[src/rtl/uart_tx_frame_pkg.sv]
// Shared UART line definitions: FSM state encoding, baud divisor computation
// and legal-range checks for character width and stop-bit count.
package uart_tx_frame_pkg;

   typedef enum logic [2:0] {
      StIdle   = 3'd0,
      StStart  = 3'd1,
      StData   = 3'd2,
      StParity = 3'd3,
      StStop   = 3'd4
   } uart_state_e;

   localparam int unsigned MinDivisor = 4;

   // Clock cycles per line bit, truncating.
   function automatic int unsigned calc_divisor(input int unsigned clk_hz,
                                                input int unsigned baud);
      return clk_hz / baud;
   endfunction

   function automatic bit data_bits_legal(input int unsigned n);
      return (n >= 5) && (n <= 9);
   endfunction

   function automatic bit stop_bits_legal(input int unsigned n);
      return (n == 1) || (n == 2);
   endfunction

   function automatic bit fifo_depth_legal(input int unsigned n);
      return (n >= 2) && ((n & (n - 1)) == 0);
   endfunction

endpackage

[src/rtl/uart_baud_tick.sv]
// Bit-period counter: counts 0..DIVISOR-1 and pulses tick for one cycle at the
// top of the range. A synchronous clear realigns the period to a new frame.
module uart_baud_tick #(
   parameter int unsigned DIVISOR = 10
) (
   input  logic Clk,
   input  logic Reset,
   input  logic clear,
   output logic tick
);

   localparam int unsigned CntW = $clog2(DIVISOR);
   localparam logic [CntW-1:0] LastCnt = CntW'(DIVISOR - 1);

   logic [CntW-1:0] cnt_q, cnt_d;

   always_comb begin
      tick  = (cnt_q == LastCnt);
      cnt_d = cnt_q + CntW'(1);
      if (clear || tick) begin
         cnt_d = '0;
      end
   end

   always_ff @(posedge Clk or negedge Reset) begin
      if (!Reset) begin
         cnt_q <= '0;
      end else begin
         cnt_q <= cnt_d;
      end
   end

endmodule

[src/rtl/uart_tx_frame.sv]
// UART transmitter with TX FIFO, 5..9 data bits and 1 or 2 stop bits.
// Optional parity bit when UART_TX_FRAME_PARITY_EN is defined.
module uart_tx_frame
   import uart_tx_frame_pkg::*;
#(
   parameter int unsigned CLOCK_FREQUENCY = 1_000_000,
   parameter int unsigned BAUD_RATE       = 9600,
   parameter int unsigned DATA_BITS       = 8,
   parameter int unsigned STOP_BITS       = 1,
   parameter int unsigned PARITY_ODD      = 0,
   parameter int unsigned FIFO_DEPTH      = 4
) (
   input  logic                          Clk,
   input  logic                          Reset,
   output logic                          TxWire,
   input  logic [DATA_BITS-1:0]          TxDataInput,
   input  logic                          TxValid,
   output logic                          TxReady,
   output logic                          TxBusy,
   output logic [$clog2(FIFO_DEPTH):0]   TxFifoCount
);

   localparam int unsigned DIVISOR = calc_divisor(CLOCK_FREQUENCY, BAUD_RATE);
   localparam int unsigned AddrW   = $clog2(FIFO_DEPTH);
   localparam int unsigned PtrW    = AddrW + 1;
   localparam logic [3:0]  LastBit  = 4'(DATA_BITS - 1);
   localparam logic [3:0]  LastStop = 4'(STOP_BITS - 1);

   if (!data_bits_legal(DATA_BITS)) begin : g_bad_data_bits
      $error("uart_tx_frame: DATA_BITS must be 5..9");
   end
   if (!stop_bits_legal(STOP_BITS)) begin : g_bad_stop_bits
      $error("uart_tx_frame: STOP_BITS must be 1 or 2");
   end
   if (!fifo_depth_legal(FIFO_DEPTH)) begin : g_bad_depth
      $error("uart_tx_frame: FIFO_DEPTH must be a power of two >= 2");
   end
   if (DIVISOR < MinDivisor) begin : g_bad_divisor
      $error("uart_tx_frame: CLOCK_FREQUENCY / BAUD_RATE must be >= 4");
   end
   if (PARITY_ODD > 1) begin : g_bad_parity
      $error("uart_tx_frame: PARITY_ODD must be 0 or 1");
   end

   // ---------------------------------------------------------------- FIFO
   logic [DATA_BITS-1:0] mem [FIFO_DEPTH];
   logic [PtrW-1:0]      wr_ptr_q, rd_ptr_q;
   logic [PtrW-1:0]      fifo_count;
   logic                 fifo_full, fifo_empty;
   logic                 push, pop;
   logic [DATA_BITS-1:0] fifo_head;

   assign fifo_count = wr_ptr_q - rd_ptr_q;
   assign fifo_empty = (wr_ptr_q == rd_ptr_q);
   // Same slot, opposite lap: the writer is a whole buffer ahead.
   assign fifo_full  = (wr_ptr_q[AddrW] != rd_ptr_q[AddrW]) &&
                       (wr_ptr_q[AddrW-1:0] == rd_ptr_q[AddrW-1:0]);
   assign push       = TxValid && !fifo_full;
   assign fifo_head  = mem[rd_ptr_q[AddrW-1:0]];

   always_ff @(posedge Clk or negedge Reset) begin
      if (!Reset) begin
         wr_ptr_q <= '0;
         rd_ptr_q <= '0;
      end else begin
         if (push) begin
            wr_ptr_q <= wr_ptr_q + PtrW'(1);
         end
         if (pop) begin
            rd_ptr_q <= rd_ptr_q + PtrW'(1);
         end
      end
   end

   always_ff @(posedge Clk) begin
      if (push) begin
         mem[wr_ptr_q[AddrW-1:0]] <= TxDataInput;
      end
   end

   // ---------------------------------------------------------- baud timing
   logic tick;

   uart_baud_tick #(
      .DIVISOR (DIVISOR)
   ) u_baud_tick (
      .Clk   (Clk),
      .Reset (Reset),
      .clear (pop),
      .tick  (tick)
   );

   // ----------------------------------------------------------------- FSM
   uart_state_e          state_q, state_d;
   logic [DATA_BITS-1:0] shift_q, shift_d;
   logic [3:0]           bit_cnt_q, bit_cnt_d;
   logic                 line_q, line_d;

`ifdef UART_TX_FRAME_PARITY_EN
   logic parity_q, parity_d;

   always_comb begin
      parity_d = parity_q;
      if (pop) begin
         parity_d = (^fifo_head) ^ (PARITY_ODD != 0);
      end
   end

   always_ff @(posedge Clk or negedge Reset) begin
      if (!Reset) begin
         parity_q <= 1'b0;
      end else begin
         parity_q <= parity_d;
      end
   end
`endif

   always_comb begin
      state_d   = state_q;
      shift_d   = shift_q;
      bit_cnt_d = bit_cnt_q;
      line_d    = line_q;
      pop       = 1'b0;
      unique case (state_q)
         StIdle: begin
            line_d = 1'b1;
            pop    = !fifo_empty;
         end
         StStart: begin
            if (tick) begin
               state_d = StData;
               line_d  = shift_q[0];
            end
         end
         StData: begin
            if (tick) begin
               shift_d   = shift_q >> 1;
               bit_cnt_d = bit_cnt_q + 4'd1;
               if (bit_cnt_q == LastBit) begin
`ifdef UART_TX_FRAME_PARITY_EN
                  state_d = StParity;
                  line_d  = parity_q;
`else
                  state_d = StStop;
                  line_d  = 1'b1;
`endif
                  bit_cnt_d = '0;
               end else begin
                  line_d = shift_q[1];
               end
            end
         end
`ifdef UART_TX_FRAME_PARITY_EN
         StParity: begin
            if (tick) begin
               state_d = StStop;
               line_d  = 1'b1;
            end
         end
`endif
         StStop: begin
            if (tick) begin
               if (bit_cnt_q == LastStop) begin
                  // Chain straight into the next start bit when data waits.
                  if (fifo_empty) begin
                     state_d = StIdle;
                  end else begin
                     pop = 1'b1;
                  end
               end else begin
                  bit_cnt_d = bit_cnt_q + 4'd1;
               end
            end
         end
         default: begin
            state_d = StIdle;
            line_d  = 1'b1;
         end
      endcase
      if (pop) begin
         shift_d   = fifo_head;
         bit_cnt_d = '0;
         state_d   = StStart;
         line_d    = 1'b0;
      end
   end

   always_ff @(posedge Clk or negedge Reset) begin
      if (!Reset) begin
         state_q   <= StIdle;
         shift_q   <= '0;
         bit_cnt_q <= '0;
         line_q    <= 1'b1;
      end else begin
         state_q   <= state_d;
         shift_q   <= shift_d;
         bit_cnt_q <= bit_cnt_d;
         line_q    <= line_d;
      end
   end

   assign TxWire      = line_q;
   assign TxReady     = !fifo_full;
   assign TxBusy      = (state_q != StIdle) || (fifo_count != '0);
   assign TxFifoCount = fifo_count;

endmodule

[config.mk]
export PLATFORM = sky130hd
export DESIGN_NAME = uart_tx_frame
export DESIGN_NICKNAME = d
export VERILOG_FILES = /design/src/rtl/uart_tx_frame_pkg.sv /design/src/rtl/uart_baud_tick.sv /design/src/rtl/uart_tx_frame.sv
export SDC_FILE = /design/constraint.sdc
export NUM_CORES = 1
export LEC_CHECK = 0
export ABC_AREA = 1
export CAP_MARGIN = 20
export CORE_ASPECT_RATIO = 0.8
export CORE_UTILIZATION = 30
export CTS_CLUSTER_DIAMETER = 60
export DETAILED_ROUTE_END_ITERATION = 10
export HOLD_SLACK_MARGIN = 0.02
export PLACE_DENSITY_LB_ADDON = 0.3
export SYNTH_ARGS = -nofsm -noshare
export SYNTH_HDL_FRONTEND = slang
export SYNTH_HIERARCHICAL = 1
export SYNTH_SLANG_ARGS = --single-unit
[constraint.sdc]
create_clock -name Clk -period 4.2 [get_ports Clk]
set_clock_uncertainty 0.2 [all_clocks]
set_input_delay 0.42 -clock Clk [delete_from_list [all_inputs] [get_ports Clk]]
set_output_delay 0.42 -clock Clk [all_outputs]
set_load 0.03 [all_outputs]
==> results of run 1 <==
[power by group]
part	internal [W]	total, W	switching, W	leakage [nW]
clock	0.000525	0.000794	0.000269	0.158
combinational	0.000114	0.000318	0.000203	0.706
sequential	0.000716	0.000746	0.0000297	0.649
total	0.00136	0.00186	0.000502	1.51
[worst max-delay path, stage by stage (launching register included)]
cell and delay (ns):
dfrtp_1 0.57, ha_1 0.30, fa_1 0.38, xor2_1 0.18, nand4_1 0.08, clkdlybuf4s50_1 0.67
[cells by family after synthesis]
family | share of synthesized area (%)
AND/OR/NAND/NOR | 19.0
flip-flops | 58.3
AO/OA/AOI/OAI | 9.33
buffers and inverters | 6.27
adder cells (fa/ha/maj) | 5.01
XOR/XNOR | 2.12
[layout make-up]
type,count,area share (%)
flip-flops and latches,61,48.1
multi-input cells,191,29.2
clock buffers,10,6.52
repair buffers,17,4.78
inverters,42,4.56
well taps,115,4.10
clock inverters,6,2.71
[cell usage after synthesis, types with 2 or more instances]
library cell,count
nand2_1,56
o211ai_1,2
xor2_1,7
nand3_1,20
nand2_2,6
edfxtp_1,32
inv_1,27
nand4_1,3
o21ai_0,21
o22ai_1,8
inv_2,14
a21oi_1,6
nor2_2,2
buf_2,2
ha_1,10
o21ai_1,6
nor2_1,35
dfrtp_1,28
[flip-flops by register name, summed over array words and instances, names as in the netlist]
name,flops
TxWire,1
bit_cnt_q,4
mem,32
rd_ptr_q,3
shift_q,8
state_q,3
u_baud_tick/cnt_q,7
wr_ptr_q,3
[worst paths after layout]
| path | depth (start not counted) | start | slack, ns | end |
|---|---|---|---|---|
| setup / recovery | 5 | rd_ptr_q[0] | 1.08 | TxBusy |
| hold / removal | 2 | shift_q[7] | 0.27 | shift_q[7] |
| setup reg to reg | 6 | rd_ptr_q[0] | 1.57 | mem[3][4] |
| hold reg to reg | 2 | shift_q[7] | 0.27 | shift_q[7] |
| max in group asynchronous | 2 | Reset | 2.72 | rd_ptr_q[1] |
| min in group asynchronous | 1 | Reset | 0.39 | bit_cnt_q[0] |
[stage by stage]
| stage | area [um^2] | power, W | instances | worst slack (ns) |
|---|---|---|---|---|
| floorplan | 2900 | 0.000951 | 297 | 1.80 |
| detailed placement | 3190 | 0.00108 | 426 | 1.42 |
| finish | 3510 | 0.00186 | 442 | 1.08 |
| global route | 3510 | 0.00195 | 442 | 0.948 |
| CTS | 3510 | 0.00188 | 442 | 1.06 |
| global placement | 3190 | 0.00107 | 426 | 1.44 |
[metal layers]
metal | vias to the layer above | GRT usage [%]
met5 | - | 0
li1 | 1036 | -
met3 | 10 | 4.86
met4 | 0 | 5.41
met1 | 970 | 17.5
met2 | 27 | 17.2
==> metrics.log, run 1 <==
[metrics] run status: complete, no violations
[metrics] largest buffer count on any clock path: 2
[metrics] io pins: 17
[metrics] maximum number of pins on one net before global-route repair: 21
[metrics] Sinks on Clock Net: 61
[metrics] count of different cell masters after synthesis: 30
[metrics] Clk Tree Root Cell: clkbuf_16
[metrics] DRT iter0 DRCs: between 100 and 150
[metrics] leakage power: between 1.5 and 2 nW
[metrics] count of endpoints failing setup in the final report: 0
[metrics] Arr. time, crit path: ~2.5 ns
[metrics] Die ar.: roughly 10000 um^2
[metrics] Synth async-reset ratio: 47.5%
[metrics] warnings from Yosys: 6
[metrics] max-slew violations: 0
[metrics] most common cell after layout, fill and taps aside: nand2_1
[metrics] via count of the first global-routing pass: just under 2000
[metrics] final hold violations: 0
[metrics] final critical path time including I/O delays and setup: approximately 3.1 ns
[metrics] TNS Setup: 0 ns
[metrics] top layer reached by signal wires: met4
[metrics] source-to-sink clock delay at the later pin of the worst-skew pair: approximately 0.33 ns
[metrics] die extent in y: around 90 um
[metrics] routed metal-1 wirelength: between 2000 and 3000 um
[metrics] Total Nets Final: between 300 and 400
[metrics] Power per Cell Area: between 500 and 600 nW/um^2
[metrics] number of remaining DRC errors: 0
[metrics] CTS tree: built
[metrics] Max H-tree Level: 3
[metrics] effective utilization at floorplan: a little under a third
[metrics] Diodes inserted: 0
[metrics] RSZ-0062 raised after global routing: no
[metrics] total number of vias: 2043
[metrics] Setup crit end kind: output port
[metrics] number of synthesized flops with an enable pin: 32
[metrics] Std-Cell Core Area: slightly above 9000 um^2
[metrics] worst slew pin tran: between 0.8 and 0.9 ns
[metrics] worst hold-check slack: ~0.27 ns
[metrics] number of nets produced by synthesis: roughly 320
[metrics] Hold Buf Count CTS: 0
[metrics] Synth area leader: edfxtp_1
[metrics] TritonCTS buffer count: 9
[metrics] Util after Layout: 38.2%
[metrics] DP Wirelength: 4110 um
[metrics] kind of start point of the critical path: flip-flop
[metrics] combined area of all synthesized cells: 2900 um^2
[metrics] # Post-CTS Setup Buffers: 0
[metrics] initial antenna violation count: 0
[metrics] area growth from synthesis to final layout: 21.2%
[metrics] gpl congestion: about 0.77
[metrics] commonest cells after routing, fill and taps aside: 56 x nand2_1, 35 x nor2_1, 32 x edfxtp_1
[metrics] FMAX: 320 MHz
[metrics] number of buffers inserted by port buffering: 16
[metrics] max-slew headroom at the worst pin: between 40 and 50%
[metrics] GRT Util Overall: between 10% and 20%
[metrics] post-synthesis sequential area ratio: 58.3%
[metrics] ys flop type: edfxtp_1
[metrics] post-synthesis register bit count: around 60
[metrics] Avg Cell Area, Syn: approximately 10 um^2
[metrics] sum of overflow across all layers after global routing: 0
[metrics] Peak VDD IR: roughly 460 uV
[metrics] post-cts gate resize count: 0
[metrics] routed length per instance: ~13 um
[metrics] type of the tightest min-delay check: flip-flop to flip-flop
[metrics] max_cap viols: 0
[metrics] Critical Path Fanout Max: 19
[metrics] Die X: 112 um
[metrics] required time worst endpoint: 3.58 ns
[metrics] cell count after synthesis: slightly below 300
[metrics] final wirelength: 5640 um
[metrics] area used by multi-input combinational logic: a little over 1000 um^2
[metrics] Post-DRT Antenna Nets: 0
[metrics] classification of the worst setup path: flip-flop to output port
[metrics] number of vias per cell: approximately 4.6
[metrics] Detail Route met3 WL: roughly 240 um
[metrics] fillcell total: 896
[metrics] first-pass GRT wire length: 9720 um
[metrics] number of rows in the core area: 31
[metrics] portion of the clock cycle consumed by the worst path in the final layout: between 70% and 80%
[metrics] clk slew on worst S/H paths: roughly 0.05 ns
[metrics] met2 wire len: 2360 um
[metrics] fraction of layout instances using a drive strength above 1: between 10% and 20%
[metrics] area taken by flip-flops and latches: approximately 1700 um^2
[metrics] largest cells by area after synthesis: edfxtp_1 33%, dfrtp_1 24%, nand2_1 7.3%, nor2_1 4.5%, ha_1 4.3%
[metrics] area fraction of the dominant cell type after synthesis: approximately 33%
[metrics] first-pass detailed-route iteration total: 4
No activity file was read; power rests on OpenSTA's default activity.
==> run 2: changes to the inputs <==
- clock period: 4.2 -> 3.2 ns (I/O delays scaled with it)
==> metrics.log, run 2 (synthesis results as in run 1) <==
[metrics] sequential fraction of design power: between 40% and 50%
[metrics] post-cts gate resize count: 0
[metrics] clk slew on worst S/H paths: approximately 0.050 ns
[metrics] DP Wirelength: a little under 4000 um
[metrics] routed length per instance: 12.5 um
[metrics] Hold Buf Count CTS: 0
[metrics] fraction of layout instances using a drive strength above 1: between 10% and 20%
[metrics] final wirelength: around 5500 um
[metrics] part of the power in combinational logic: roughly 18%
[metrics] worst slew pin tran: around 0.66 ns
[metrics] io pins: 17
[metrics] portion of the clock cycle consumed by the worst path in the final layout: 89.9%
[metrics] final design instance area without fill: between 3000 and 4000 um^2
[metrics] most common cell after layout, fill and taps aside: nand2_1
[metrics] Post-DRT Antenna Nets: 0
[metrics] number of buffers inserted by port buffering: 16
[metrics] cell internal pwr: 0.00170 W
[metrics] instance area at placement: around 3200 um^2
[metrics] count of endpoints failing setup in the final report: 0
[metrics] Arr. time, crit path: ~2.4 ns
[metrics] Diodes inserted: 0
[metrics] Peak VDD IR: roughly 380 uV
[metrics] sum of overflow across all layers after global routing: 0
[metrics] Sinks on Clock Net: 61
[metrics] final critical path time including I/O delays and setup: 2.88 ns
[metrics] TritonCTS buffer count: 9
[metrics] # Post-CTS Setup Buffers: 0
[metrics] Die ar.: between 10000 and 15000 um^2
[metrics] run status: complete, no violations
[metrics] launch point of the worst reg-to-reg path: rd_ptr_q[1]
[metrics] source-to-sink clock delay at the later pin of the worst-skew pair: between 0.3 and 0.4 ns
[metrics] die extent in y: ~90 um
[metrics] sum of internal, switching and leakage power: about 0.0023 W
[metrics] first-pass detailed-route iteration total: 4
[metrics] total number of vias: about 2000
[metrics] required time worst endpoint: between 2 and 3 ns
[metrics] launch point of the worst path: wr_ptr_q[0]
[metrics] Max H-tree Level: 3
[metrics] initial antenna violation count: 0
[metrics] leakage power: between 1 and 1.5 nW
[metrics] DRT iter0 DRCs: 83
[metrics] max-slew violations: 0
[metrics] max reg flops: 32
[metrics] Die X: between 100 and 150 um
[metrics] Clk Tree Root Cell: clkbuf_16
[metrics] share of power burned in the clock network: about two fifths
[metrics] number of vias per cell: roughly 4.4
[metrics] Power per Cell Area: between 600 and 700 nW/um^2
[metrics] GRT Util Overall: between 10% and 20%
[metrics] Setup crit end kind: output port
[metrics] TNS Setup: 0 ns
[metrics] via count of the first global-routing pass: 1898
[metrics] area growth from synthesis to final layout: 20.7%
[metrics] final hold violations: 0
[metrics] max_cap viols: 0
[metrics] net switching power: approximately 0.00065 W
[metrics] largest buffer count on any clock path: 2
[metrics] worst r2r path cells: 7
[metrics] maximum number of pins on one net before global-route repair: 30
[metrics] gpl congestion: 0.782
[metrics] CTS tree: built
[metrics] Total Nets Final: 346
[metrics] first-pass GRT wire length: ~9300 um
[metrics] Critical Path Fanout Max: 4
[metrics] max-slew headroom at the worst pin: between 50% and 60%
[metrics] number of remaining DRC errors: 0
[metrics] effective utilization at floorplan: 31.5%
[metrics] number of rows in the core area: 31
[metrics] commonest cells after routing, fill and taps aside: 56 x nand2_1, 35 x nor2_1, 32 x edfxtp_1
[metrics] switching power share of the total: about 28%
[metrics] RSZ-0062 raised after global routing: no
[metrics] FMAX: roughly 350 MHz
[metrics] type of the tightest min-delay check: input pin to async pin
[metrics] Std-Cell Core Area: ~9200 um^2
[metrics] classification of the worst setup path: flip-flop to output port
[metrics] kind of start point of the critical path: flip-flop
-- run 2: cell types whose count changed in the layout (fill, tap and decap cells not counted) --
cell / before / now
clkinvlp_4: 0 / 3
clkinv_4: 2 / 1
buf_4: 1 / 3
inv_6: 2 / 0
clkbuf_1: 1 / 2
bufinv_16: 2 / 1
-- run 2: power by group through the flow --
| stage | sequential, W | clock [W] | combinational [W] |
|---|---|---|---|
| after floorplan | 0.000977 | 0 | 0.000271 |
| after global placement | 0.000992 | 0 | 0.000427 |
| after detailed placement | 0.000994 | 0 | 0.000424 |
| after CTS | 0.000979 | 0.000970 | 0.000427 |
| after global routing | 0.000987 | 0.00100 | 0.000467 |
| final | 0.000979 | 0.000942 | 0.000421 |
-- run 2: critical path, stage by stage, from the launching register on --
cell	delay, ns
dfrtp_1	0.37
inv_1	0.11
ha_1	0.22
fa_1	0.39
xor2_1	0.18
nand4_1	0.07
clkdlybuf4s50_1	0.67
-- run 2: path summary, 6_finish.rpt --
check	to	slack, ns
max in group asynchronous	TxWire	2.30
setup reg to reg	mem[0][5]	0.75
hold reg to reg	shift_q[7]	0.27
min in group Clk	shift_q[7]	0.27
setup / recovery	TxBusy	0.32
hold / removal	bit_cnt_q[2]	0.18
-- run 2: final cells by class --
class                           instances  area (um^2)
Timing Repair Buffer                   19          183
Clock inverter                          5         61.3
Sequential cell                        61         1690
Inverter                               42          160
Tap cell                              115          144
Fill cell                             899         5700
Multi-Input combinational cell        191         1030
Clock buffer                           11          233
-- run 2: metal layers --
layer	routed length [um]	global-route usage, %
met1	2990	16.9
met2	2200	16.5
met4	94	4.84
met3	255	6.07
met5	0	0
-- run 2: per-stage QoR --
stage / hold WS (ns) / cells / setup slack, ns / utilization [%]
3_5_place_dp: 0.264 / 428 / 0.679 / 34.8
2_1_floorplan: -0.176 / 297 / 0.795 / -
5_1_grt: 0.207 / 444 / 0.230 / 38.0
3_3_place_gp: 0.262 / 428 / 0.733 / 34.8
4_1_cts: 0.183 / 444 / 0.310 / 38.0
6_report: 0.178 / 444 / 0.324 / 38.0
==> run 3: changes to the inputs <==
--- a/config.mk
+++ b/config.mk
@@ -8,2 +8,3 @@
 export ABC_AREA = 1
+export ABC_CLOCK_PERIOD_IN_PS = 3200
 export CAP_MARGIN = 20
==> constraint.sdc (replaced) <==
create_clock -name Clk -period 3.2 [get_ports Clk]
set_clock_uncertainty 0.2 [all_clocks]
set_input_delay 0.48 -clock Clk [delete_from_list [all_inputs] [get_ports Clk]]
set_output_delay 0.48 -clock Clk [all_outputs]
set_load 0.03 [all_outputs]
==> metrics.log, run 3 (synthesis results as in run 1) <==
[metrics] fraction of layout instances using a drive strength above 1: 15.4%
[metrics] die extent in y: about 90 um
[metrics] FMAX: 332 MHz
[metrics] worst r2r path cells: 8
[metrics] sum of overflow across all layers after global routing: 0
[metrics] TritonCTS buffer count: 9
[metrics] total number of vias: 1989
[metrics] Arr. time, crit path: about 2.3 ns
[metrics] portion of the clock cycle consumed by the worst path in the final layout: between 90 and 100%
[metrics] DRT iter0 DRCs: 84
[metrics] first-pass GRT wire length: 9800 um
[metrics] launch point of the worst reg-to-reg path: rd_ptr_q[1]
[metrics] final wirelength: about 5600 um
[metrics] DP Wirelength: roughly 4000 um
[metrics] type of the tightest min-delay check: flip-flop to flip-flop
[metrics] Post-DRT Antenna Nets: 0
[metrics] pre-CTS setup slack: ~0.51 ns
[metrics] routed length per instance: ~13 um
[metrics] most common cell after layout, fill and taps aside: nand2_1
[metrics] GRT Util Overall: between 10% and 20%
[metrics] area growth from synthesis to final layout: 21.4%
[metrics] Power per Cell Area: 668 nW/um^2
[metrics] source-to-sink clock delay at the later pin of the worst-skew pair: between 0.3 and 0.4 ns
[metrics] number of rows in the core area: 31
[metrics] # Post-CTS Setup Buffers: 0
[metrics] Total Nets Final: 349
[metrics] number of buffers inserted by port buffering: 16
[metrics] classification of the worst setup path: flip-flop to output port
[metrics] maximum number of pins on one net before global-route repair: 30
[metrics] max-slew violations: 0
[metrics] Diodes inserted: 0
[metrics] RSZ-0062 raised after global routing: no
[metrics] CP max stage cell: clkdlybuf4s50_1
[metrics] largest incremental delay on the critical path: 0.67 ns
[metrics] Hold Buf Count CTS: 0
[metrics] Max H-tree Level: 3
[metrics] Std-Cell Core Area: 9190 um^2
[metrics] gpl congestion: between 0.8 and 0.9
[metrics] post-cts gate resize count: 0
[metrics] max_cap viols: 0
[metrics] Die ar.: a little over 10000 um^2
[metrics] count of endpoints failing setup in the final report: 0
[metrics] io pins: 17
[metrics] via count of the first global-routing pass: a little over 2000
[metrics] Critical Path Fanout Max: 4
[metrics] number of vias per cell: between 4 and 5
[metrics] largest buffer count on any clock path: 2
[metrics] fillcell total: between 900 and 1000
[metrics] Peak VDD IR: ~330 uV
[metrics] Die X: approximately 110 um
[metrics] Sinks on Clock Net: 61
[metrics] effective utilization at floorplan: roughly a third
[metrics] critical path, cell by cell: inv_1, ha_1, fa_1, xor2_1, nand4_1, clkdlybuf4s50_1
[metrics] number of remaining DRC errors: 0
[metrics] required time worst endpoint: 2.52 ns
[metrics] leakage power: 1.52 nW
[metrics] end of the worst hold path: shift_q[7]
[metrics] CTS tree: built
[metrics] max-slew headroom at the worst pin: roughly 73%
[metrics] run status: complete, no violations
[metrics] final worst setup slack: ~0.19 ns
[metrics] worst slew pin tran: 0.402 ns
[metrics] Setup crit end kind: output port
[metrics] cell depth of the worst hold path: 2
[metrics] commonest cells after routing, fill and taps aside: 56 x nand2_1, 35 x nor2_1, 32 x edfxtp_1
[metrics] kind of start point of the critical path: flip-flop
[metrics] initial antenna violation count: 0
[metrics] Clk Tree Root Cell: clkbuf_16
[metrics] worst setup slack for register-to-register paths: approximately 0.86 ns
[metrics] final hold violations: 0
[metrics] startpoint of the lowest-slack hold path: shift_q[7]
[metrics] final critical path time including I/O delays and setup: about 3 ns
[metrics] max reg flops: 32
[metrics] first-pass detailed-route iteration total: 4
[metrics] clk slew on worst S/H paths: ~0.050 ns
[metrics] end of the worst register-to-register path: mem[3][4]
[metrics] TNS Setup: 0 ns
-- run 3: cell types whose count changed in the layout (fill, tap and decap cells not counted), sizes merged --
| cell | before | now |
|---|---|---|
| buf | 3 | 6 |
| clkinv | 1 | 4 |
| clkbuf | 11 | 9 |
| clkinvlp | 3 | 2 |
-- run 3: worst max path at each step --
stage,startpoint,end,cells after the start
2_1_floorplan,rd_ptr_q[1],mem[3][0],7
3_3_place_gp,wr_ptr_q[0],TxBusy,6
3_5_place_dp,wr_ptr_q[0],TxBusy,6
4_1_cts,wr_ptr_q[0],TxBusy,6
5_1_grt,wr_ptr_q[0],TxBusy,6
6_report,wr_ptr_q[0],TxBusy,6
-- run 3: through the flow --
step	hold slack, ns	std cells	total power (W)	area (um^2)	utilization (%)
floorplan	-0.0156	297	0.00125	2900	-
global placement	0.257	431	0.00142	3220	35.1
detailed placement	0.263	431	0.00143	3220	35.1
CTS	0.276	447	0.00239	3510	38.2
global route	0.288	447	0.00248	3510	38.2
finish	0.278	447	0.00235	3510	38.2
-- run 3: layout make-up --
cell class                      count  area, um^2  area share, %
Inverter                           42         160           4.56
Clock inverter                      7        66.3           1.89
Sequential cell                    61        1690           48.0
Clock buffer                        9         225           6.41
Timing Repair Buffer               22         205           5.84
Tap cell                          115         144           4.09
Multi-Input combinational cell    191        1030           29.2
-- run 3: worst max-delay path, delay by kind of cell (launching register included) --
family / cells / cell delay [ns]
adders and majority gates: 2 / 0.60
and+or+nand+nor: 1 / 0.07
xor gates and xnor gates: 1 / 0.18
buffers and inverters: 2 / 0.78
DFF: 1 / 0.37
-- run 3: per-layer routing --
| metal | track usage, % | wire (um) | part of all wire (%) | up-vias |
|---|---|---|---|---|
| met2 | 18.3 | 2400 | 43 | 31 |
| li1 | - | - | - | 1046 |
| met5 | 0 | 0 | 0 | - |
| met3 | 6.07 | 289 | 5.1 | 9 |
| met1 | 17.1 | 2850 | 51 | 903 |
| met4 | 4.50 | 81 | 1.4 | 0 |
-- run 3: power by group --
| part | switching [W] | internal [W] |
|---|---|---|
| Sequential | 0.0000345 | 0.000938 |
| Combinational | 0.000271 | 0.000166 |
| Clock | 0.000345 | 0.000596 |
| Total | 0.000650 | 0.00170 |
